==> src/rtl/uart_word_tx.sv <==
// uart_word_tx
//   Serial UART transmitter used as a program loader / host-link TX.
//   Accepts 32-bit words over a valid/ready handshake and sends each one as
//   four back-to-back frames, least-significant byte first. Each frame is
//   start bit, 8 data bits (LSB first), optional even parity, and
//   STOP_BITS stop bits. io_tx comes straight from a flop.
//
//   Optional feature macro: UART_TX_PARITY_EN
//     defined   -> an even-parity bit follows the data bits (8E1 / 8E2)
//     undefined -> no parity bit and no parity logic (8N1 / 8N2)
//
// Parameters
//   CLKS_PER_BIT  clk cycles per serial bit (>= 2)
//   STOP_BITS     stop bits per frame (1 or 2)
//
// Ports
//   clk          system clock, rising edge
//   reset        synchronous, active-high reset
//   word_valid   word_data holds a word to send
//   word_data    word to send, sampled only on the handshake edge
//   word_ready   transmitter idle and able to take a word
//   io_tx        serial output, idle high
//   busy         a word is being transmitted
//   bytes_sent   count of completed bytes, wraps at 16 bits
//
// States
//   IDLE   | line idle high, waiting for a word
//   START  | start bit (low)
//   DATA   | 8 data bits, LSB first
//   PARITY | even parity bit (only with UART_TX_PARITY_EN)
//   STOP   | stop bit(s) (high), then next byte or back to IDLE

module uart_word_tx #(
    parameter int CLKS_PER_BIT = 868,
    parameter int STOP_BITS    = 1
) (
    input  logic        clk,
    input  logic        reset,
    input  logic        word_valid,
    input  logic [31:0] word_data,
    output logic        word_ready,
    output logic        io_tx,
    output logic        busy,
    output logic [15:0] bytes_sent
);

    localparam int               CNT_W     = $clog2(CLKS_PER_BIT);
    localparam logic [CNT_W-1:0] CNT_LAST  = CNT_W'(CLKS_PER_BIT - 1);
    localparam logic [2:0]       STOP_LAST = 3'(STOP_BITS - 1);

    typedef enum logic [2:0] {
        S_IDLE   = 3'd0,
        S_START  = 3'd1,
        S_DATA   = 3'd2,
`ifdef UART_TX_PARITY_EN
        S_PARITY = 3'd4,
`endif
        S_STOP   = 3'd3
    } state_t;

    state_t           state_q, state_d;
    logic [CNT_W-1:0] cnt_q, cnt_d;
    logic [2:0]       bit_idx_q, bit_idx_d;
    logic [1:0]       byte_idx_q, byte_idx_d;
    logic [31:0]      shift_q, shift_d;
    logic             io_tx_q, io_tx_d;
    logic [15:0]      bytes_sent_q, bytes_sent_d;
`ifdef UART_TX_PARITY_EN
    logic             parity_q, parity_d;
`endif

    logic handshake;
    logic bit_end;

    // Ready is forced low during reset so a word can never slip in on a reset edge.
    assign word_ready = (state_q == S_IDLE) && !reset;
    assign handshake  = word_valid && word_ready;
    assign bit_end    = (cnt_q == CNT_LAST);

    assign io_tx      = io_tx_q;
    assign busy       = (state_q != S_IDLE);
    assign bytes_sent = bytes_sent_q;

    // State and datapath registers
    always_ff @(posedge clk) begin
        if (reset) begin
            state_q      <= S_IDLE;
            cnt_q        <= '0;
            bit_idx_q    <= '0;
            byte_idx_q   <= '0;
            shift_q      <= '0;
            io_tx_q      <= 1'b1;
            bytes_sent_q <= '0;
`ifdef UART_TX_PARITY_EN
            parity_q     <= 1'b0;
`endif
        end else begin
            state_q      <= state_d;
            cnt_q        <= cnt_d;
            bit_idx_q    <= bit_idx_d;
            byte_idx_q   <= byte_idx_d;
            shift_q      <= shift_d;
            io_tx_q      <= io_tx_d;
            bytes_sent_q <= bytes_sent_d;
`ifdef UART_TX_PARITY_EN
            parity_q     <= parity_d;
`endif
        end
    end

    // Next-state logic
    always_comb begin
        state_d = state_q;
        case (state_q)
            S_IDLE: begin
                if (handshake) state_d = S_START;
            end
            S_START: begin
                if (bit_end) state_d = S_DATA;
            end
            S_DATA: begin
                if (bit_end && (bit_idx_q == 3'd7)) begin
`ifdef UART_TX_PARITY_EN
                    state_d = S_PARITY;
`else
                    state_d = S_STOP;
`endif
                end
            end
`ifdef UART_TX_PARITY_EN
            S_PARITY: begin
                if (bit_end) state_d = S_STOP;
            end
`endif
            S_STOP: begin
                if (bit_end && (bit_idx_q == STOP_LAST)) begin
                    state_d = (byte_idx_q != 2'd3) ? S_START : S_IDLE;
                end
            end
            default: state_d = S_IDLE;
        endcase
    end

    // Datapath and output logic
    always_comb begin
        cnt_d        = bit_end ? '0 : cnt_q + 1'b1;
        bit_idx_d    = bit_idx_q;
        byte_idx_d   = byte_idx_q;
        shift_d      = shift_q;
        bytes_sent_d = bytes_sent_q;
`ifdef UART_TX_PARITY_EN
        parity_d     = parity_q;
`endif

        case (state_q)
            S_IDLE: begin
                cnt_d = '0;
                if (handshake) begin
                    shift_d    = word_data;
                    byte_idx_d = 2'd0;
                    bit_idx_d  = 3'd0;
                end
            end
            S_START: begin
                if (bit_end) begin
                    bit_idx_d = 3'd0;
`ifdef UART_TX_PARITY_EN
                    parity_d  = 1'b0;
`endif
                end
            end
            S_DATA: begin
                // Shifting the whole word leaves the next byte in [7:0] once
                // the current one is out; bit_idx wraps 7->0 ready for STOP.
                if (bit_end) begin
                    shift_d   = {1'b0, shift_q[31:1]};
                    bit_idx_d = bit_idx_q + 3'd1;
`ifdef UART_TX_PARITY_EN
                    parity_d  = parity_q ^ shift_q[0];
`endif
                end
            end
            S_STOP: begin
                if (bit_end) begin
                    if (bit_idx_q == STOP_LAST) begin
                        bit_idx_d    = 3'd0;
                        bytes_sent_d = bytes_sent_q + 16'd1;
                        if (byte_idx_q != 2'd3) byte_idx_d = byte_idx_q + 2'd1;
                    end else begin
                        bit_idx_d = bit_idx_q + 3'd1;
                    end
                end
            end
            default: ;
        endcase

        // io_tx is decoded from the next state so the line changes on the
        // same edge the state does, while still coming from a flop.
        case (state_d)
            S_START:  io_tx_d = 1'b0;
            S_DATA:   io_tx_d = shift_d[0];
`ifdef UART_TX_PARITY_EN
            S_PARITY: io_tx_d = parity_d;
`endif
            default:  io_tx_d = 1'b1;
        endcase
    end

endmodule

==> config.mk <==
export PLATFORM = sky130hd
export DESIGN_NAME = uart_word_tx
export DESIGN_NICKNAME = d
export VERILOG_FILES = /design/src/rtl/uart_word_tx.sv
export SDC_FILE = /design/constraint.sdc
export NUM_CORES = 1
export LEC_CHECK = 0
export BUFFER_PORTS_ARGS = -buffer_cell sky130_fd_sc_hd__buf_2
export CORE_ASPECT_RATIO = 1.4
export CORE_UTILIZATION = 48
export CTS_BUF_LIST = sky130_fd_sc_hd__clkbuf_16
export CTS_CLUSTER_DIAMETER = 120
export DETAILED_ROUTE_END_ITERATION = 10
export GPL_TIMING_DRIVEN = 0
export PLACE_DENSITY = 0.74
export SETUP_SLACK_MARGIN = 0.1
export SYNTH_ARGS = -nofsm -noshare
export SYNTH_HDL_FRONTEND = slang
export SYNTH_SLANG_ARGS = --single-unit
export TNS_END_PERCENT = 50
==> constraint.sdc <==
create_clock -name clk -period 4.4 [get_ports clk]
set_input_delay 0.66 -clock clk [delete_from_list [all_inputs] [get_ports clk]]
set_output_delay 0.66 -clock clk [all_outputs]
set_load 0.02 [all_outputs]
## After elaboration in Yosys (flattened, before gate mapping)

Index checks and enable logic that the tools add are counted.

| operators by class | value |
|---|---|
| add/subtract/negate cells | 4 |
| eq/ne operators | 14 |
| muxes and demuxes | 21 |
| reductions and logical operators | 16 |

Operators by type and width:

| cell | count |
|---|---|
| two-way mux 32 bit | 2 |
| one-hot mux 32 bit (2 select lines) | 1 |
| two-way mux 3 bit | 9 |
| one-hot mux 3 bit (4 select lines) | 2 |
| adder 16 x 1 -> 16 bit (second input constant) | 1 |
| inequality test 2 bit (second input constant) | 7 |
| adder 10 x 1 -> 10 bit (second input constant) | 1 |
| equality test 10 bit (second input constant) | 1 |
| AND reduction 5 bit | 2 |
| equality test 3 x 2 -> 1 bit (second input constant) | 3 |
| two-way mux 2 bit | 4 |
| equality test 3 x 1 -> 1 bit (second input constant) | 2 |
| logical NOT 3 bit | 2 |
| AND reduction 3 bit | 2 |
| logical AND 1 bit | 4 |
| one-hot mux 2 bit (2 select lines) | 1 |
| nonzero test 2 bit | 2 |
| nonzero test 4 bit | 1 |
| adder 3 x 1 -> 3 bit (second input constant) | 1 |
| equality test 3 bit (second input constant) | 1 |
| nonzero test 3 bit | 1 |
| OR reduction 3 bit | 1 |
| adder 2 x 1 -> 2 bit (second input constant) | 1 |
| one-hot mux 1 bit (2 select lines) | 1 |
| other kinds (2) | 2 |

| storage, ports and cells | value |
|---|---|
| flip-flop bits (word level) | 67 |
| bits of input ports | 35 |
| logic and storage cells | 63 |

## Depth between registers and ports, before layout

Gate-level depths: netlist of the first run.

| logic depth | value |
|---|---|
| depth in word-level cells | 7 |
| mapped depth | 7 |
| depth with buffers taken out | 7 |

## Worst setup path after synthesis of the first run

OpenSTA, ideal clock, no wires.

| path | value |
|---|---|
| path kind | input to output |
| from | in reset |
| to | out word_ready |
| arrival time | 1.915 ns |
| data required time | 3.740 ns |
| path slack | 1.825 ns |
| stages | 5 |
| path buffers | 4 |
| path through | clkbuf_1 clkbuf_1 clkbuf_1 clkbuf_1 nor2_1 |

| on the way | value |
|---|---|
| word-level cells in the longest chain between the ends | 2 |

Ends and longest elaborated chain:

| element | line | source |
|---|---|---|
| from (decl) | 38 | `input logic reset,` |
| logical NOT 1 bit | 76 | `assign word_ready = (state_q == S_IDLE) && !reset;` |
| logical AND 1 bit | 76 |  |
| to (decl) | 41 | `output logic word_ready,` |

No other way between the ends.

## Final worst setup path of the first run

Same ends and word-level chain as after synthesis.

==> flow_metrics.tcl, run 1 <==
set metrics [dict create \
    status "completed" \
    min_period_ns 3.16 \
    place_ws_ns 1.21 \
    hp-class "flop to flop" \
    core-area_mm2 0.00595 \
    viasPerCell 5.58 \
    drtIter0Drc 131 \
    syn2layout_area_growth_pct 22.8 \
    initial_core_util_pct 50.8 \
    finalCritPeriodShare_pct 71.9 \
    gp_congestion 0.840 \
    insertion_delay_ns 0.33 \
    p_switching_uw 306 \
    grt_pass1_vias 2565 \
    power_frac_comb_pct 4.4 \
    hold_depth 2 \
    ir_drop_uv 270 \
    startpoint "reset" \
    fin_ws_ns 1.24 \
    dp_hpwl_um 4760 \
    rr_endpoint "io_tx$_SDFF_PP1_" \
    p_sw_share_pct 20.4 \
    htreeDepth 3 \
    worstReg2RegStart "cnt_q[0]$_SDFF_PP0_" \
    fmax_ghz 0.316 \
    die_x_um 69.0 \
    synth_edf_count 0 \
    slew_headroom_pct 56.5 \
    track_usage_pct 21.8 \
    drv_slew 0 \
    ys_types 46 \
    seq_power_share_pct 41.6 \
    clk_pin_slew_ns 0.06 \
    grt_pass1_wl_um 11500 \
    ys_seq_elements 67 \
    p_clk_share_pct 54.0 \
    grt_max_degree 13 \
    first_pass_iters 4 \
    critical_path.max_stage_delay_ns 0.47 \
    syn_inst 351 \
    synth_area_mm2 0.00302 \
    yosysSeqAreaShare_pct 44.4 \
    crit_fanout 10 \
    n_antenna_cell 0 \
    cpMaxStageDelayCell "clkbuf_1" \
    antenna_found_initial 0 \
    postRouteAntennaNets 0 \
    setup.worst_path.end_class "output port" \
    crit_chain "clkbuf_1 -> clkbuf_1 -> clkbuf_1 -> clkbuf_1 -> nor2_1 -> buf_2" \
    clk_path_buf_depth 2 \
    yosys_warnings 0 \
    async_reset_ff_share_pct 0 \
    post_cts_buffers 0 \
    rows 33 \
    overflow 0 \
    critPathLaunchType "primary input" \
    tns_ns 0 \
    rrSetupSlack_ns 1.88 \
    cap_violations 0 \
    nets 455 \
    worstPathRequired_ns 3.74 \
    syn_nets 392 \
    wl_per_cell_um 13.7 \
    p_int_mw 1.19 \
    rsz0062_at_grt "no" \
    hold_viol 0 \
    crit_path_frequent_cell "clkbuf_1" \
    critical_path_arrival_ns 2.50 \
    yosys_most_used_dff "dfxtp_1" \
    drive_gt1_share_pct 18.9 \
    power.total_mw 1.50 \
    endpoint "word_ready" \
    ctsHoldBuffers 0 \
    avgSynthCellArea_um2 8.60 \
    crit_type "primary input to output port" \
    layout_commonest_cell "dfxtp_1" \
    final_cell_mix "dfxtp_1 (67), buf_2 (54), nand2_1 (52)" \
    setup_violations 0 \
    drc_errors 0 \
    routed_wl_um 6690 \
    powerDensity_mw_per_mm2 405 \
    cts_resized 0 \
    reg2reg_depth 6 \
    vias 2729 \
    p_leak_nw 1.38 \
    place.port_buffers 52 \
    cts_tree "yes" \
    die_h_um 95.8 \
    tightest_slew_ns 0.648 \
    clockRootBuffer "clkbuf_16" \
    cts_sinks 67 \
    skew_ns 0.00595 \
    cts_made_buffers 9 \
    ioPinCount 54 \
    die-area_mm2 0.00662 \
]
==> power groups by stage <==
stage / logic, mW / clock network [mW] / registers [mW]
after floorplan: 0.0378 / 0 / 0.635
after global placement: 0.0650 / 0 / 0.636
after detailed placement: 0.0663 / 0 / 0.637
after CTS: 0.0665 / 0.822 / 0.624
after global routing: 0.0736 / 0.847 / 0.625
final: 0.0659 / 0.810 / 0.624
==> critical path, delay by kind of cell <==
family	cells	cell delay (ns)
buffers and inverters	5	1.74
AND/OR/NAND/NOR	1	0.10
==> layout make-up <==
type,count,area [µm²]
fillers,523,2240
multi-input cells,253,1540
flip-flops and latches,67,1340
repair buffers,52,260
clock buffers,9,225
clock inverters,7,116
plain buffers,22,100
well taps,70,87.6
inverters,9,33.8
==> stage by stage <==
stage,util [%],hold slack (ns),cell area [µm²],std cells
2_1_floorplan,-,0.425,3020,351
3_3_place_gp,56.6,0.435,3370,473
3_5_place_dp,56.6,0.445,3370,473
4_1_cts,62.4,0.458,3710,489
5_1_grt,62.4,0.487,3710,489
6_report,62.4,0.458,3710,489
==> sequential cells by signal, indices dropped and copies added (netlist names) <==
name        count
shift_q        32
bit_idx_q       3
state_q         3
bytes_sent     16
byte_idx_q      2
io_tx           1
cnt_q          10
==> cells by family after synthesis <==
kind of cell,synth area share [%]
and+or+nand+nor,24.2
AOI/OAI and AO/OA,16.2
DFF,44.4
buffers and inverters,4.43
xor gates and xnor gates,5.22
muxes,2.86
adders and majority gates,2.49
other,0.124
==> worst min-delay path by stage <==
stage                                        start                  endpoint
after CTS                 shift_q[17]$_SDFFE_PP0P_  shift_q[17]$_SDFFE_PP0P_
after global placement    shift_q[17]$_SDFFE_PP0P_  shift_q[17]$_SDFFE_PP0P_
after floorplan            shift_q[1]$_SDFFE_PP0P_   shift_q[1]$_SDFFE_PP0P_
final                      shift_q[4]$_SDFFE_PP0P_   shift_q[4]$_SDFFE_PP0P_
after detailed placement  shift_q[17]$_SDFFE_PP0P_  shift_q[17]$_SDFFE_PP0P_
after global routing      shift_q[23]$_SDFFE_PP0P_  shift_q[23]$_SDFFE_PP0P_
==> synth_stat cells, types with 6 or more instances <==
| cell | number | area share [%] |
|---|---|---|
| xor2_1 | 7 | 2.0 |
| nand3_1 | 12 | 2.0 |
| dfxtp_1 | 67 | 44 |
| nor2_1 | 35 | 4.4 |
| inv_1 | 9 | 1.1 |
| a22oi_1 | 30 | 7.5 |
| nor4_1 | 9 | 1.9 |
| clkbuf_1 | 18 | 2.2 |
| o21ai_0 | 31 | 5.1 |
| nand2_1 | 52 | 6.5 |
| ha_1 | 6 | 2.5 |
| xnor2_1 | 11 | 3.2 |
| nand4_1 | 6 | 1.2 |
==> routing by layer <==
| metal | vias up | part of all wire, % | track usage [%] |
|---|---|---|---|
| li1 | 1372 | - | - |
| met1 | 1288 | 43 | 24.9 |
| met2 | 56 | 51 | 37.7 |
| met3 | 13 | 4.0 | 5.86 |
| met4 | 0 | 2.0 | 10.7 |
| met5 | - | 0 | 0 |
Note: power is estimated with default switching activity, not from simulation.
==> run 2, diff against run 1 <==
==> constraint.sdc (replaced) <==
create_clock -name clk -period 3 [get_ports clk]
set_input_delay 0.45 -clock clk [delete_from_list [all_inputs] [get_ports clk]]
set_output_delay 0.45 -clock clk [all_outputs]
set_load 0.02 [all_outputs]
==> flow_metrics.tcl, run 2 (synthesis results as in run 1) <==
set metrics [dict create \
    status "completed" \
    cts_sinks 67 \
    power.total_mw 2.20 \
    antenna_found_initial 0 \
    rows 33 \
    final-seq-area_mm2 0.00134 \
    clk_path_buf_depth 2 \
    hold_end "shift_q[31]$_SDFFE_PP0P_" \
    routed_wl_um 6740 \
    syn2layout_area_growth_pct 22.9 \
    rr_endpoint "io_tx$_SDFF_PP1_" \
    powerDensity_mw_per_mm2 593 \
    htreeDepth 3 \
    ctsHoldBuffers 0 \
    setup_violations 0 \
    ioPinCount 54 \
    hold_viol 0 \
    cts_resized 0 \
    critPathLaunchType "primary input" \
    fmax_ghz 0.388 \
    die-area_mm2 0.00662 \
    layout_commonest_cell "dfxtp_1" \
    postRouteAntennaNets 0 \
    track_usage_pct 21.8 \
    clk_pin_slew_ns 0.05 \
    wl_met3_um 336 \
    crit_fanout 10 \
    hold_ws_ns 0.367 \
    grt_pass1_vias 2565 \
    insertion_delay_ns 0.33 \
    skew_ns 0.00639 \
    n_antenna_cell 0 \
    largest_register "shift_q" \
    viasPerCell 5.63 \
    nets 455 \
    drc_errors 0 \
    placed_area_mm2 0.00337 \
    top_layer "met4" \
    cts_tree "yes" \
    critical_path_arrival_ns 2.13 \
    reg2reg_depth 6 \
    finalCritPeriodShare_pct 85.9 \
    hp-class "primary input to flop" \
    die_h_um 95.8 \
    fin_ws_ns 0.424 \
    worstReg2RegStart "cnt_q[0]$_SDFF_PP0_" \
    cts_made_buffers 9 \
    overflow 0 \
    tns_ns 0 \
    final_cell_mix "dfxtp_1 (67), buf_2 (54), nand2_1 (52)" \
    multi_input_area_mm2 0.00154 \
    largest_reg_flops 32 \
    hold_depth 2 \
    core-area_mm2 0.00595 \
    drv_slew 0 \
    slew_headroom_pct 56.7 \
    crit_type "primary input to output port" \
    initial_core_util_pct 50.8 \
    dp_hpwl_um 4760 \
    die_x_um 69.0 \
    clockRootBuffer "clkbuf_16" \
    post_cts_buffers 0 \
    worstPathRequired_ns 2.55 \
    drtIter0Drc 123 \
    grt_pass1_wl_um 11500 \
    min_period_ns 2.58 \
    design_area_mm2 0.00371 \
    tightest_slew_ns 0.644 \
    grt_max_degree 13 \
    rsz0062_at_grt "no" \
    ir_drop_uv 396 \
    wl_per_cell_um 13.8 \
    vias 2752 \
    wl_met1_um 2910 \
    gp_congestion 0.840 \
    place.port_buffers 52 \
    nFillCells 523 \
    worstHoldStart "word_data[31]" \
    met2_length_um 3360 \
    p_leak_nw 1.38 \
    cap_violations 0 \
    drive_gt1_share_pct 19.1 \
    rrSetupSlack_ns 0.46 \
    first_pass_iters 5 \
    place_ws_ns 0.228 \
    setup.worst_path.end_class "output port" \
]
-- run 2: cell counts in the layout (fill, tap and decap cells not counted) --
Identical to the previous run, type by type.
-- run 2: final cells by class --
class	instances	share of cell area (%)
Sequential cell	67	36.2
Timing Repair Buffer	52	7.02
Inverter	9	0.911
Clock buffer	9	6.07
Buffer	22	2.73
Clock inverter	7	3.14
Tap cell	70	2.36
Multi-Input combinational cell	253	41.6
-- run 2: how the worst max path moves through the flow --
stage / startpoint / to / slack, ns / depth (start not counted)
6_report: reset / word_ready / 0.42 / 6
5_1_grt: reset / word_ready / 0.20 / 6
3_5_place_dp: reset / word_ready / 0.23 / 6
4_1_cts: reset / word_ready / 0.21 / 6
2_1_floorplan: state_q[1]$_SDFF_PP0_ / io_tx$_SDFF_PP1_ / 0.78 / 7
3_3_place_gp: reset / word_ready / 0.23 / 6
-- run 2: where the power goes --
part	total, mW	internal, mW	leakage, nW	switching (mW)
Combinational	0.0968	0.0381	0.683	0.0587
Sequential	0.915	0.906	0.542	0.00885
Clock	1.19	0.808	0.155	0.381
-- run 2: through the flow --
| stage | utilization, % | std cells |
|---|---|---|
| floorplan | - | 351 |
| global placement | 56.6 | 473 |
| detailed placement | 56.6 | 473 |
| CTS | 62.4 | 489 |
| global route | 62.4 | 489 |
| finish | 62.4 | 489 |
-- run 2: worst max-delay path, stage by stage --
cell      delay (ns)
clkbuf_1        0.36
clkbuf_1        0.40
clkbuf_1        0.34
clkbuf_2        0.33
nor2_1          0.08
buf_2           0.16
-- run 2: layer usage --
layer	up-vias	global-route usage [%]
li1	1378	-
met1	1283	24.9
met2	77	37.7
met3	14	5.86
met4	0	10.7
met5	-	0
